File: src/rtl/cnn_mac_pipe.sv
// Pipelined signed multiply-accumulate for conv engines: registered operands,
// MUL_STAGES product stages, framed window accumulator, rounded/saturated output.
module cnn_mac_pipe #(
  parameter int A_W        = 14,
  parameter int B_W        = 10,
  parameter int ACC_W      = 32,
  parameter int OUT_W      = 16,
  parameter int SHIFT      = 8,
  parameter int MUL_STAGES = 2
) (
  input  logic                    clk,
  input  logic                    reset,
  input  logic                    ce,
  input  logic                    in_valid,
  input  logic                    in_first,
  input  logic                    in_last,
  input  logic signed [A_W-1:0]   din0,
  input  logic signed [B_W-1:0]   din1,
  output logic                    out_valid,
  output logic signed [OUT_W-1:0] dout,
  output logic                    sat,
  output logic                    ovf
);

  localparam int P_W = A_W + B_W;

  if (ACC_W < P_W || OUT_W > ACC_W || MUL_STAGES < 1 || MUL_STAGES > 4) begin : g_cfg_err
    $error("cnn_mac_pipe: illegal configuration (ACC_W/OUT_W/MUL_STAGES)");
  end

  logic signed [A_W-1:0] a_q;
  logic signed [B_W-1:0] b_q;
  logic                  v_q, f_q, l_q;

  always_ff @(posedge clk or posedge reset) begin
    if (reset) begin
      a_q <= '0;
      b_q <= '0;
      v_q <= 1'b0;
      f_q <= 1'b0;
      l_q <= 1'b0;
    end else if (ce) begin
      a_q <= din0;
      b_q <= din1;
      v_q <= in_valid;
      f_q <= in_first;
      l_q <= in_last;
    end
  end

  logic signed [P_W-1:0] a_ext, b_ext, prod;
  assign a_ext = P_W'(a_q);
  assign b_ext = P_W'(b_q);
  assign prod  = a_ext * b_ext;

  logic signed [P_W-1:0] p_q  [MUL_STAGES];
  logic                  pv_q [MUL_STAGES];
  logic                  pf_q [MUL_STAGES];
  logic                  pl_q [MUL_STAGES];

  always_ff @(posedge clk or posedge reset) begin
    if (reset) begin
      for (int unsigned i = 0; i < MUL_STAGES; i++) begin
        p_q[i]  <= '0;
        pv_q[i] <= 1'b0;
        pf_q[i] <= 1'b0;
        pl_q[i] <= 1'b0;
      end
    end else if (ce) begin
      p_q[0]  <= prod;
      pv_q[0] <= v_q;
      pf_q[0] <= f_q;
      pl_q[0] <= l_q;
      for (int unsigned i = 1; i < MUL_STAGES; i++) begin
        p_q[i]  <= p_q[i-1];
        pv_q[i] <= pv_q[i-1];
        pf_q[i] <= pf_q[i-1];
        pl_q[i] <= pl_q[i-1];
      end
    end
  end

  logic signed [ACC_W-1:0] acc_q, p_ext, sum;
  logic                    sticky_q, need_first_q, emit_q, add_ovf;

  assign p_ext = ACC_W'(p_q[MUL_STAGES-1]);

  always_comb begin
    sum     = acc_q + p_ext;
    add_ovf = (acc_q[ACC_W-1] == p_ext[ACC_W-1]) && (sum[ACC_W-1] != acc_q[ACC_W-1]);
  end

  // need_first_q forces the first valid beat after reset to open a fresh window.
  always_ff @(posedge clk or posedge reset) begin
    if (reset) begin
      acc_q        <= '0;
      sticky_q     <= 1'b0;
      need_first_q <= 1'b1;
      emit_q       <= 1'b0;
    end else if (ce) begin
      emit_q <= pv_q[MUL_STAGES-1] & pl_q[MUL_STAGES-1];
      if (pv_q[MUL_STAGES-1]) begin
        need_first_q <= 1'b0;
        if (pf_q[MUL_STAGES-1] || need_first_q) begin
          acc_q    <= p_ext;
          sticky_q <= 1'b0;
        end else begin
          acc_q    <= sum;
          sticky_q <= sticky_q | add_ovf;
        end
      end
    end
  end

  logic signed [ACC_W:0] acc_x, r;
  assign acc_x = (ACC_W+1)'(acc_q);

  if (SHIFT == 0) begin : g_noround
    assign r = acc_x;
  end else begin : g_round
    localparam logic signed [ACC_W:0] HALF = (ACC_W+1)'(1) <<< (SHIFT-1);
    assign r = (acc_x + HALF) >>> SHIFT;
  end

  localparam longint                 MAX_L = (longint'(1) <<< (OUT_W-1)) - 1;
  localparam logic signed [ACC_W:0] MAXV  = (ACC_W+1)'(MAX_L);
  localparam logic signed [ACC_W:0] MINV  = (ACC_W+1)'(-MAX_L - 1);

  logic signed [OUT_W-1:0] dout_n;
  logic                    sat_n;

  always_comb begin
    dout_n = OUT_W'(r);
    sat_n  = 1'b0;
    if (r > MAXV) begin
      dout_n = OUT_W'(MAXV);
      sat_n  = 1'b1;
    end else if (r < MINV) begin
      dout_n = OUT_W'(MINV);
      sat_n  = 1'b1;
    end
  end

  always_ff @(posedge clk or posedge reset) begin
    if (reset) begin
      out_valid <= 1'b0;
      dout      <= '0;
      sat       <= 1'b0;
      ovf       <= 1'b0;
    end else if (ce) begin
      out_valid <= emit_q;
      if (emit_q) begin
        dout <= dout_n;
        sat  <= sat_n;
        ovf  <= sticky_q;
      end
    end
  end

endmodule

File: config.mk
export PLATFORM = sky130hd
export DESIGN_NAME = cnn_mac_pipe
export DESIGN_NICKNAME = d
export VERILOG_FILES = /design/src/rtl/cnn_mac_pipe.sv
export SDC_FILE = /design/constraint.sdc
export NUM_CORES = 1
export LEC_CHECK = 0
export BUFFER_PORTS_ARGS = -buffer_cell sky130_fd_sc_hd__buf_2
export CORE_UTILIZATION = 64
export CTS_CLUSTER_DIAMETER = 100
export CTS_CLUSTER_SIZE = 40
export DETAILED_ROUTE_END_ITERATION = 12
export HOLD_SLACK_MARGIN = 0.03
export PLACE_DENSITY = 0.89
export SLEW_MARGIN = 20
export SYNTH_ARGS = -nofsm -noshare
export SYNTH_HDL_FRONTEND = slang
export SYNTH_SLANG_ARGS = --single-unit
File: constraint.sdc
create_clock -name clk -period 7.1 [get_ports clk]
set_input_delay 1.42 -clock clk [delete_from_list [all_inputs] [get_ports clk]]
set_output_delay 1.42 -clock clk [all_outputs]
set_load 0.1 [all_outputs]
# Word-level counts from Yosys, hierarchy flattened
# Cells that the tools add are included.
[word_totals]
out_inout_bits = 19
latch_bits = 0
memories = 0
romBits = 0
inputBits = 30
ff_bits = 135
wordCells = 40
ramBits = 0
[classes]
shifts = 0
n_div = 0
n_lt_le_gt_ge = 2
reduce_logical = 4
addsub = 2
mux = 6
n_eq_ne = 2
bitwise = 2
n_mul = 1
[ops]
columns = ["cell", "n"]
rows = [
  ["32-bit by 9-bit adder with 33-bit output (second input constant)", 1],
  ["32-bit by 24-bit adder with 32-bit output", 1],
  ["16-bit two-way mux", 2],
  ["32-bit two-way mux", 1],
  ["25-bit by 16-bit > comparator with 1-bit output (second input constant)", 1],
  ["25-bit by 16-bit less-than comparator with 1-bit output (second input constant)", 1],
  ["14-bit by 10-bit multiplier with 24-bit output", 1],
  ["2-bit AND reduction", 2],
  ["1-bit two-way mux", 3],
  ["1-bit AND", 1],
  ["1-bit == test", 1],
  ["1-bit logical AND", 1],
  ["1-bit logical OR", 1],
  ["1-bit inequality test", 1],
  ["1-bit OR", 1],
]

# Depth between registers and ports, before layout
[logic_depth]
ltp_word = 5
mapped_depth = 22
ltp_nobuf = 21

# Worst setup path after synthesis
# No wires, ideal clock.
[synth_path]
path_kind = "flip-flop to flip-flop"
start = "register b_q[6]"
end = "register p_q[47] (netlist bit)"
synth_period_minus_slack_ps = 5512
setup_ps = 125
setup_slack_ps = 1588
t_arrival_ps = 5387
required_time_ps = 6975
stages_incl_launch_ff = 21
path_buffers = 1
path_cell_list = "dfrtp_1 clkbuf_1 nand2_1 fa_1 inv_1 fa_1 fa_1 fa_1 inv_1 fa_1 inv_1 ha_1 o21a_1 o21a_1 o21a_1 o211ai_1 nand3_1 a41o_1 o41ai_1 xnor2_1 mux2_2"
[synth_via]
elab_chain_cells = 1
[synth_rtl]
columns = ["item", "line_no", "rtl"]
rows = [
  ["start, declared", "32", "logic signed [B_W-1:0] b_q;"],
  ["start signal, assigned", "44", "b_q <= din1;"],
  ["14-bit by 10-bit multiplier with 24-bit output", "54", "assign prod = a_ext * b_ext;"],
  ["end signal, assigned by index", "75", "p_q[i] <= p_q[i-1];"],
  ["end, declared", "56", "logic signed [P_W-1:0] p_q [MUL_STAGES];"],
]
# Every way passes these cells.
# A chain may end at the register's enable or synchronous reset.

# Worst setup path after layout
[layout_path]
start = "register b_q[9]"
end = "register p_q[47] (netlist bit)"
# The elaborated chain is that of the path after synthesis.

==> results.sh <==
export IMPL_outcome="finished clean"
export IMPL_post_cts_resized=0
export IMPL_rsz0062_at_grt="no"
export IMPL_drc=0
export IMPL_synth_cells=1293
export IMPL_ys_types=71
export IMPL_cts_setup_buffers=0
export IMPL_nNetsFinal=1552
export IMPL_wl_per_cell_um=15.82
export IMPL_htree_num_levels=4
export IMPL_period_needed_ns=6.001
export IMPL_drive_gt1_frac=0.1363
export IMPL_cts_root_buf="clkbuf_16"
export IMPL_synth_async_reset_ratio=1.000
export IMPL_setup_violations=0
export IMPL_grt_pass1_vias=9228
export IMPL_hold_viol_final=0
export IMPL_synth_cell_area_mm2=0.01250
export IMPL_avgViaCountPerCell=5.732
export IMPL_start_util=0.6614
export IMPL_pre_cts_slack_ns=1.302
export IMPL_grt_max_degree=95
export IMPL_syn_num_nets=1536
export IMPL_syn_area_per_cell_um2=9.664
export IMPL_yosys_register_bits=135
export IMPL_cp_max_fo=16
export IMPL_cts_sinks=135
export IMPL_endpoint_kind="flop"
export IMPL_worst_slack_ns=1.099
export IMPL_routed_wirelength_um=25020
export IMPL_track_usage=0.2713
export IMPL_drv_slew=0
export IMPL_dieArea_mm2=0.02009
export IMPL_grt_antenna_before_repair=0
export IMPL_synth_enable_flop_cells=0
export IMPL_first_pass_iters=5
export IMPL_max_slew_margin_rel=0.5189
export IMPL_portBuffers=48
export IMPL_fin_tns_setup_ns=0
export IMPL_drtIter0Drc=588
export IMPL_synthFlopType="dfrtp_1"
export IMPL_die_h_um=141.7
export IMPL_hpwl_um=18300
export IMPL_rows=50
export IMPL_ios=49
export IMPL_max_freq_ghz=0.1667
export IMPL_cap_violations=0
export IMPL_n_antenna_cell=0
export IMPL_gp_congestion=0.9010
export IMPL_fin_skew_ns=0.007111
export IMPL_cts_made_buffers=17
export IMPL_grt_remaining_overflow=0
export IMPL_die_x_um=141.7
export IMPL_core_area_mm2=0.01889
export IMPL_clk_pin_slew_ns=0.06
export IMPL_ys_warnings_count=0
export IMPL_start_kind="flop"
export IMPL_ys_seq_area_frac=0.2705
export IMPL_clock_path_buffers=2
export IMPL_clk_latency_ns=0.43
export IMPL_cts_tree="yes"
export IMPL_grt_first_pass_wirelength_um=43370
export IMPL_tightest_slew_ns=0.7217
export IMPL_post_route_period_util=0.8452
export IMPL_hold_buffers=0
export IMPL_worstPathArrival_ns=6.31
export IMPL_hold_path_class="flop to flop"
export IMPL_area_growth_pct=7.790
export IMPL_required_ns=7.41
export IMPL_routed_via_count=9062
export IMPL_setup_worst_path_class="flop to flop"
export IMPL_drtAntennaViolNets=0
Yosys cell counts, types with 19 or more instances:
cell      instances  area [µm²]
nand2_1         135       506.7
and2_1           59       369.1
o21ai_0          29       145.1
mux2_2           76       855.8
nor2_1           71       266.5
inv_1           166       623.1
ha_1             89        1114
a21o_1           27       202.7
nand3_1          19       95.09
a21oi_1          67       335.3
fa_1            124        2482
clkbuf_1         49       183.9
xnor2_1          48       420.4
dfrtp_1         134        3353
logic make-up after synthesis:
family                   count (synthesis)  synth area share
adder cells (fa/ha/maj)                213            0.2878
multiplexers                            81           0.07249
buffers and inverters                  224           0.06829
AND/OR/NAND/NOR                        357            0.1394
XOR/XNOR                                65           0.04556
AO/OA/AOI/OAI                          218            0.1161
flip-flops                             135            0.2705
flip-flops by register name, summed over array words and instances (netlist names):
register / flops
emit_q: 1
a_q: 14
pl_q: 2
pv_q: 2
f_q: 1
v_q: 1
ovf: 1
p_ext: 24
need_first_q: 1
out_valid: 1
p_q: 24
l_q: 1
sat: 1
pf_q: 2
sticky_q: 1
dout: 16
b_q: 10
acc_q: 32
routing by layer:
layer	track usage	part of all wire	wire length [µm]
met1	0.3616	0.43	10870
met2	0.4625	0.51	12690
met3	0.03409	0.040	1007
met4	0.08772	0.018	456
met5	0	0	0
path summary, 6_finish.rpt:
check / to / slack (ns) / cells after the start / start
max: p_q[47] / 1.10 / 18 / b_q[9]
min: dout[0] / 0.47 / 2 / dout[0]
max reg2reg: p_q[47] / 1.10 / 18 / b_q[9]
min reg2reg: dout[0] / 0.47 / 2 / dout[0]
max in group asynchronous: acc_q[5] / 4.81 / 3 / reset
min in group asynchronous: a_q[13] / 1.12 / 2 / reset
area by class of cell:
class                      instances  area, µm²
fill                            1315       5424
tap                              260      325.3
sequential                       135       3379
clock buffer                      22      464.2
clock inverter                     9      101.3
timing repair buffer              53      300.3
inverter                         168      635.6
multi-input combinational        934       8263
critical path: stages (launching register included):
cell	delay, ns
dfrtp_1	0.63
nor2b_1	0.26
fa_1	0.44
fa_1	0.51
fa_1	0.53
fa_1	0.58
inv_1	0.07
fa_1	0.53
inv_1	0.04
ha_1	0.38
o21a_1	0.21
o21a_1	0.17
o21a_1	0.18
o211ai_1	0.12
nand3_1	0.13
a41o_1	0.28
o41ai_1	0.39
xnor2_1	0.15
mux2_2	0.28
layout by cell type (no fill, tap or decap), types with 4 or more instances in the layout:
master / count
buf_2: 47
dfrtp_1: 134
clkbuf_16: 17
o22a_1: 14
xor2_1: 17
nor2b_1: 16
nand3_1: 19
and2_1: 59
a21o_1: 27
o21bai_1: 6
clkinv_2: 5
o21ai_0: 29
mux2_2: 76
o31ai_1: 4
or2_2: 5
xnor2_1: 48
o21a_1: 11
and3_1: 5
buf_4: 5
nand4_1: 10
nor3_1: 8
a31oi_1: 13
nor2_1: 71
nand2_1: 135
or3_1: 4
fa_1: 124
mux2i_1: 5
a211oi_1: 6
nand2b_1: 7
o211ai_1: 4
a21oi_1: 67
ha_1: 89
o21ai_1: 8
inv_1: 165
through the flow:
step,cell area (µm²),utilization,hold WS (ns),std cells
floorplan,12500,-,0.4323,1293
global placement,12880,0.6815,0.4548,1549
detailed placement,12880,0.6815,0.4641,1549
CTS,13440,0.7115,0.4771,1580
global route,13470,0.7129,0.5047,1581
finish,13470,0.7129,0.4713,1581
Power is not shown: default switching activity piles up to over one toggle a cycle in this logic, so the estimate is an artifact.
